<file path="config.mk">
export PLATFORM = sky130hd
export DESIGN_NAME = branch_checkpoint_ctrl
export DESIGN_NICKNAME = d
export VERILOG_FILES = /design/src/rtl/branch_checkpoint_ctrl.sv
export SDC_FILE = /design/constraint.sdc
export NUM_CORES = 2
export LEC_CHECK = 0
export CAP_MARGIN = 20
export CORE_MARGIN = 2
export CORE_UTILIZATION = 57
export CTS_BUF_LIST = sky130_fd_sc_hd__clkbuf_2
export DETAILED_ROUTE_END_ITERATION = 8
export PLACE_DENSITY = 0.83
export SLEW_MARGIN = 20
export SYNTH_ARGS = -nofsm -noshare
export SYNTH_HDL_FRONTEND = slang
export SYNTH_SLANG_ARGS = --single-unit
</file>
<file path="constraint.sdc">
create_clock -name clock -period 37.4 [get_ports clock]
set_input_delay 7.48 -clock clock [delete_from_list [all_inputs] [get_ports clock]]
set_output_delay 7.48 -clock clock [all_outputs]
set_load 0.05 [all_outputs]
</file>
<file path="src/rtl/branch_checkpoint_ctrl.sv">
// Branch checkpoint controller for the rename map table.
// Each dispatched branch gets a checkpoint slot holding a snapshot of the
// map table (preg mapping plus ready bits). The controller keeps the live
// snapshots coherent with CDB completions. On a mispredict it replays the
// snapshot and reports which branch tags must be squashed.
//
// Ports:
//   clock, reset        - clock; asynchronous active-high reset
//   br_dispatch_valid   - a branch dispatches; snapshot snap_preg/snap_ready
//   br_tag, br_mask     - slot for this cycle's branch; currently valid slots
//   ckpt_full           - no free slot; branch dispatch must stall
//   resolve_*           - branch resolution (tag, mispredict flag)
//   cdb_valid, cdb_preg - per-lane completed physical registers
//   restore_*           - one-cycle map-table restore pulse and its data
//   squash_mask         - tags killed by the mispredict (valid with restore)
//   free_count          - number of unallocated slots
module branch_checkpoint_ctrl #(
  parameter int NUM_CKPT  = 4,
  parameter int ARCH_REGS = 32,
  parameter int PREG_W    = 6,
  parameter int CDB_W     = 3,
  parameter int TAG_W     = $clog2(NUM_CKPT)
) (
  input  logic                          clock,
  input  logic                          reset,
  input  logic                          br_dispatch_valid,
  input  logic [ARCH_REGS*PREG_W-1:0]   snap_preg,
  input  logic [ARCH_REGS-1:0]          snap_ready,
  output logic [TAG_W-1:0]              br_tag,
  output logic [NUM_CKPT-1:0]           br_mask,
  output logic                          ckpt_full,
  input  logic                          resolve_valid,
  input  logic [TAG_W-1:0]              resolve_tag,
  input  logic                          resolve_mispredict,
  input  logic [CDB_W-1:0]              cdb_valid,
  input  logic [CDB_W*PREG_W-1:0]       cdb_preg,
  output logic                          restore_valid,
  output logic [ARCH_REGS*PREG_W-1:0]   restore_preg,
  output logic [ARCH_REGS-1:0]          restore_ready,
  output logic [NUM_CKPT-1:0]           squash_mask,
  output logic [$clog2(NUM_CKPT+1)-1:0] free_count
);

  localparam int FC_W = $clog2(NUM_CKPT + 1);

  logic [NUM_CKPT-1:0]         valid_q;
  logic [NUM_CKPT-1:0]         dep_q   [NUM_CKPT];
  logic [ARCH_REGS*PREG_W-1:0] preg_q  [NUM_CKPT];
  logic [ARCH_REGS-1:0]        ready_q [NUM_CKPT];

  logic [ARCH_REGS-1:0] slot_hit [NUM_CKPT];
  logic [ARCH_REGS-1:0] snap_hit;

  logic [FC_W-1:0]     busy_cnt;
  logic                alloc;
  logic                res_ok;
  logic                mis;
  logic [NUM_CKPT-1:0] tag_oh;
  logic [NUM_CKPT-1:0] alloc_oh;
  logic [NUM_CKPT-1:0] sq_mask;
  logic [NUM_CKPT-1:0] kill;
  logic [NUM_CKPT-1:0] alloc_dep;
  logic                found;

  // CDB match per (slot, arch reg) and for the incoming snapshot.
  always_comb begin
    snap_hit = '0;
    for (int unsigned s = 0; s < NUM_CKPT; s++) begin
      slot_hit[s] = '0;
    end
    for (int unsigned r = 0; r < ARCH_REGS; r++) begin
      for (int unsigned l = 0; l < CDB_W; l++) begin
        if (cdb_valid[l] &&
            cdb_preg[l*PREG_W +: PREG_W] == snap_preg[r*PREG_W +: PREG_W]) begin
          snap_hit[r] = 1'b1;
        end
        for (int unsigned s = 0; s < NUM_CKPT; s++) begin
          if (cdb_valid[l] &&
              cdb_preg[l*PREG_W +: PREG_W] == preg_q[s][r*PREG_W +: PREG_W]) begin
            slot_hit[s][r] = 1'b1;
          end
        end
      end
    end
  end

  // Slot allocation, occupancy and resolve decode.
  always_comb begin
    br_tag   = '0;
    found    = 1'b0;
    busy_cnt = '0;
    for (int unsigned i = 0; i < NUM_CKPT; i++) begin
      if (!found && !valid_q[i]) begin
        br_tag = TAG_W'(i);
        found  = 1'b1;
      end
      busy_cnt = busy_cnt + {{(FC_W-1){1'b0}}, valid_q[i]};
    end
    free_count = FC_W'(NUM_CKPT) - busy_cnt;
    ckpt_full  = (busy_cnt == FC_W'(NUM_CKPT));
    br_mask    = valid_q;

    tag_oh              = '0;
    tag_oh[resolve_tag] = 1'b1;
    res_ok = resolve_valid && !resolve_mispredict && valid_q[resolve_tag];
    mis    = resolve_valid &&  resolve_mispredict && valid_q[resolve_tag];

    // Younger live branches carry the mispredicted tag in their dep mask.
    sq_mask = tag_oh;
    for (int unsigned k = 0; k < NUM_CKPT; k++) begin
      if (valid_q[k] && dep_q[k][resolve_tag]) begin
        sq_mask[k] = 1'b1;
      end
    end

    kill = '0;
    if (res_ok) begin
      kill = tag_oh;
    end else if (mis) begin
      kill = sq_mask;
    end

    // A mispredict drops any same-cycle dispatch, even on an invalid tag.
    alloc    = br_dispatch_valid && !ckpt_full && !(resolve_valid && resolve_mispredict);
    alloc_oh = '0;
    if (alloc) begin
      alloc_oh[br_tag] = 1'b1;
    end
    alloc_dep = valid_q & ~kill;
  end

  always_ff @(posedge clock or posedge reset) begin
    if (reset) begin
      valid_q       <= '0;
      restore_valid <= 1'b0;
      restore_preg  <= '0;
      restore_ready <= '0;
      squash_mask   <= '0;
      for (int unsigned s = 0; s < NUM_CKPT; s++) begin
        dep_q[s]   <= '0;
        preg_q[s]  <= '0;
        ready_q[s] <= '0;
      end
    end else begin
      valid_q <= (valid_q & ~kill) | alloc_oh;
      for (int unsigned s = 0; s < NUM_CKPT; s++) begin
        if (alloc_oh[s]) begin
          dep_q[s]   <= alloc_dep;
          preg_q[s]  <= snap_preg;
          ready_q[s] <= snap_ready | snap_hit;
        end else begin
          dep_q[s] <= dep_q[s] & ~kill;
          if (valid_q[s]) begin
            ready_q[s] <= ready_q[s] | slot_hit[s];
          end
        end
      end
      restore_valid <= mis;
      squash_mask   <= mis ? sq_mask : '0;
      if (mis) begin
        restore_preg  <= preg_q[resolve_tag];
        restore_ready <= ready_q[resolve_tag] | slot_hit[resolve_tag];
      end
    end
  end

endmodule

</file>
==> run_results.csv <==
group,metric,value,unit
timing,rsz0062_at_grt,"no",
route,drt_first_iter_violations,12870,
place,gp_congestion,0.9272,
critical_path,cp_top_family,"buffers and inverters",
clock_network,cts-resized-gates,0,
clock_network,cts_buffer_depth,4,
layout,fin_area,0.09126,mm^2
timing,tightest_slew,1.469,ns
timing,setup_tns,0,ns
timing,finalMaxSlewViolations,0,
layout,area_growth,6.445,%
pwr,power.density,77.59,mW/mm^2
clock_network,cts_tree,"yes",
critical_path,path_buf_inv,2,
floorplanning,die_h,391.8,um
critical_path,path_class,"register to primary output",
yosys,yosys_warnings,0,
yosys,synth_cell_types,70,
pwr,p_comb_share,48.3,%
clock_network,cts_made_buffers,326,
pwr,ir_worst_vdd,0.1992,mV
critical_path,end_kind,"primary output",
pwr,power,7.081,mW
route,viasPerCell,6.725,
timing,fin_ws,24.48,ns
yosys,ys_seq_elements,1141,
layout,layout.cells.non_filler,12050,
yosys,synthFlopType,"dfrtp_1",
global_routing,grt_pass1_wl,487300,um
timing,setup_viol,0,
layout,final_core_util,61.00,%
hold_path,hold_path.class,"register to register",
global_routing,grt_max_degree,171,
clock_network,clock-sinks,1141,
layout,regArea,0.02856,mm^2
yosys,synth.yosys.seq_area_share,33.30,%
route,wire_per_inst,26.97,um
critical_path,crit_path_top_delay_cell,"dfrtp_2",
floorplanning,start_util,57.31,%
pwr,leakage,39.50,nW
route,vias,81010,
floorplanning,io_pins,491,
global_routing,grt-ovfl-total,0,
route,ant_nets,0,
floorplanning,die_w,391.8,um
place,numPortBuffers,490,
timing,min_period_over_period,34.53,%
yosys,synthCells,9778,
timing,fmax,77.42,MHz
route,first_pass_iters,7,
global_routing,grt_pass1_vias,81720,
critical_path,crit_path_max_fanout,28,
critical_path,cp_cell_sequence,"buf_4 -> ha_1 -> a21boi_1 -> clkdlybuf4s50_1",
yosys,syn_nets,10040,
yosys,yosysTopAreaCellShare,33.30,%
timing,finClkSkew,0.1893,ns
layout,multiInputGateArea,0.05149,mm^2
layout,drive_gt1_share,8.502,%
place,placed_area,0.08863,mm^2
outcome,status,"finished clean",
place,pre_cts_slack,25.14,ns
yosys,synth_edf_count,0,
timing,slew_headroom,2.069,%
floorplanning,die_area,0.1535,mm^2
pwr,p_sw_share,49.89,%
yosys,async_flop_share,100.0,%
floorplanning,core_area,0.1496,mm^2
layout,nets,10070,
route,wl,324800,um
route,drc,0,
timing,hold_viol,0,
pwr,power.net_switching,3.532,mW
timing,hold_ws,0.4675,ns
critical_path,crit_required,29.92,ns
clock_network,cts-root-buf,"clkbuf_2",
place,dp_hpwl,186500,um
floorplanning,rows,142,
pwr,p_int,3.548,mW
pwr,p_clk_share,12.8,%
critical_path,arrival,5.44,ns
critical_path,crit_path_max_incr_delay,1.01,ns
pwr,p_seq_share,38.9,%
yosys,yosys-top-cells-area,"dfrtp_1 (33%), xnor2_1 (17%), nand2_1 (13%), xor2_1 (12%), mux4_2 (5.0%)",
layout,num-fill-cells,12230,
global_routing,antenna_found_initial,25,
global_routing,grt.total_usage,41.48,%
place,dp.cells,11500,
clock_network,clkSlewWorstSetupHoldPaths,0.09,ns
yosys,avgSynthCellArea,8.768,um^2
timing,period_minus_slack,12.92,ns
job,max_cap_viol_count,0,
clock_network,cts_hold_buf,0,
critical_path,start_kind,"register",
yosys,synth_area_leader_cell,"dfrtp_1",
yosys,synth_area,0.08573,mm^2
clock_network,cts_max_level,5,
clock_network,post-cts-setup-buffer-count,0,
clock_network,worstSkewPairLatency,2.01,ns
==> flip-flops by register name, indices dropped and copies added, names as in the netlist <==
signal	flops
restore_ready	32
preg_q	768
restore_valid	1
squash_mask	4
ready_q	128
dep_q	12
br_mask	4
restore_preg	192
==> synthesized netlist by cell type (21+ instances only) <==
master	n
nand3_1	80
o22ai_1	29
xnor2_1	1658
o22a_1	21
nand2_1	2934
buf_8	31
or3_1	32
xor2_1	1222
o211ai_1	25
buf_2	166
a21oi_1	56
dfrtp_1	1141
buf_6	180
nor4_1	443
a211oi_1	29
nand4_1	478
nor2_1	93
clkbuf_1	359
o21ai_0	150
o31a_1	21
nor3_1	31
a22oi_1	38
buf_1	47
mux4_2	192
buf_4	115
or4_1	32
==> cells in the final DEF, fill, tap and decap left out, drive strengths merged, types with 5 or more instances in the layout <==
master and count:
o32a 9, buf 140, a22oi 38, a211oi 29, a41oi 7, dfrtp 1141, a21oi 56, a31oi 15
o22a 21, and3 5, inv 13, a221o 5, nand2 2934, o22ai 29, mux2 12, o31a 21
o21a 6, clkinv 70, diode 21, o41ai 11, o211ai 25, xnor2 1658, or4 34, ha 6
clkbuf 450, nand4 478, mux4 192, xor2 1222, nor2 94, clkdlybuf4s50 467, nor4 453, o21ai 158
nand3 80, nor3 32, o21bai 8, or3 32, nand2b 6
==> kinds of logic (layout without fill, tap and decap cells) <==
| logic type | after synthesis | in the layout | share of synthesized area (%) |
|---|---|---|---|
| and+or+nand+nor | 4163 | 4163 | 21.53 |
| xor gates and xnor gates | 2880 | 2880 | 29.42 |
| DFF | 1141 | 1141 | 33.30 |
| buffers and inverters | 910 | 1141 | 6.756 |
| AOI/OAI and AO/OA | 469 | 469 | 3.628 |
| muxes | 208 | 208 | 5.248 |
| adders and majority gates | 7 | 7 | 0.1109 |
| other | 0 | 21 | 0 |
==> layer usage <==
layer	track usage, %	vias up	share of wire (%)
li1	-	32420	-
met1	51.13	37950	34
met2	58.60	8210	41
met3	16.91	2407	17
met4	29.47	28	8.1
met5	0.4785	-	0.085
==> worst paths after layout <==
| check | end | slack [ns] | cells after the start | start |
|---|---|---|---|---|
| min reg2reg | restore_preg[22] | 0.47 | 2 | restore_preg[22] |
| max in group asynchronous | preg_q[719] | 27.33 | 6 | reset |
| max | br_tag[1] | 24.48 | 4 | br_mask[0] |
| max reg2reg | ready_q[14] | 31.70 | 12 | br_mask[0] |
| min | restore_preg[22] | 0.47 | 2 | restore_preg[22] |
| min in group asynchronous | ready_q[13] | 6.02 | 2 | reset |
==> power by group through the flow <==
stage | logic (mW) | registers (mW) | clock network (mW)
6_report | 3.42 | 2.75 | 0.906
5_1_grt | 3.66 | 2.78 | 0.968
4_1_cts | 3.34 | 2.68 | 0.899
3_5_place_dp | 3.32 | 2.71 | 0
3_3_place_gp | 3.17 | 2.67 | 0
2_1_floorplan | 2.14 | 2.82 | 0
==> tightest hold or removal path: cells and delay by family (launching register included) <==
| kind | cells | cell delay, ns |
|---|---|---|
| flip-flops | 1 | 0.35 |
| AND/OR/NAND/NOR | 2 | 0.09 |
==> layout make-up <==
type | count | area share, %
Clock inverter | 75 | 0.3222
Inverter | 9 | 0.04936
Tap cell | 2016 | 2.764
Multi-Input combinational cell | 7727 | 56.42
Antenna cell | 21 | 0.05758
Timing Repair Buffer | 607 | 6.628
Sequential cell | 1141 | 31.29
Clock buffer | 450 | 2.468
Power figures use the tool's default switching activity.
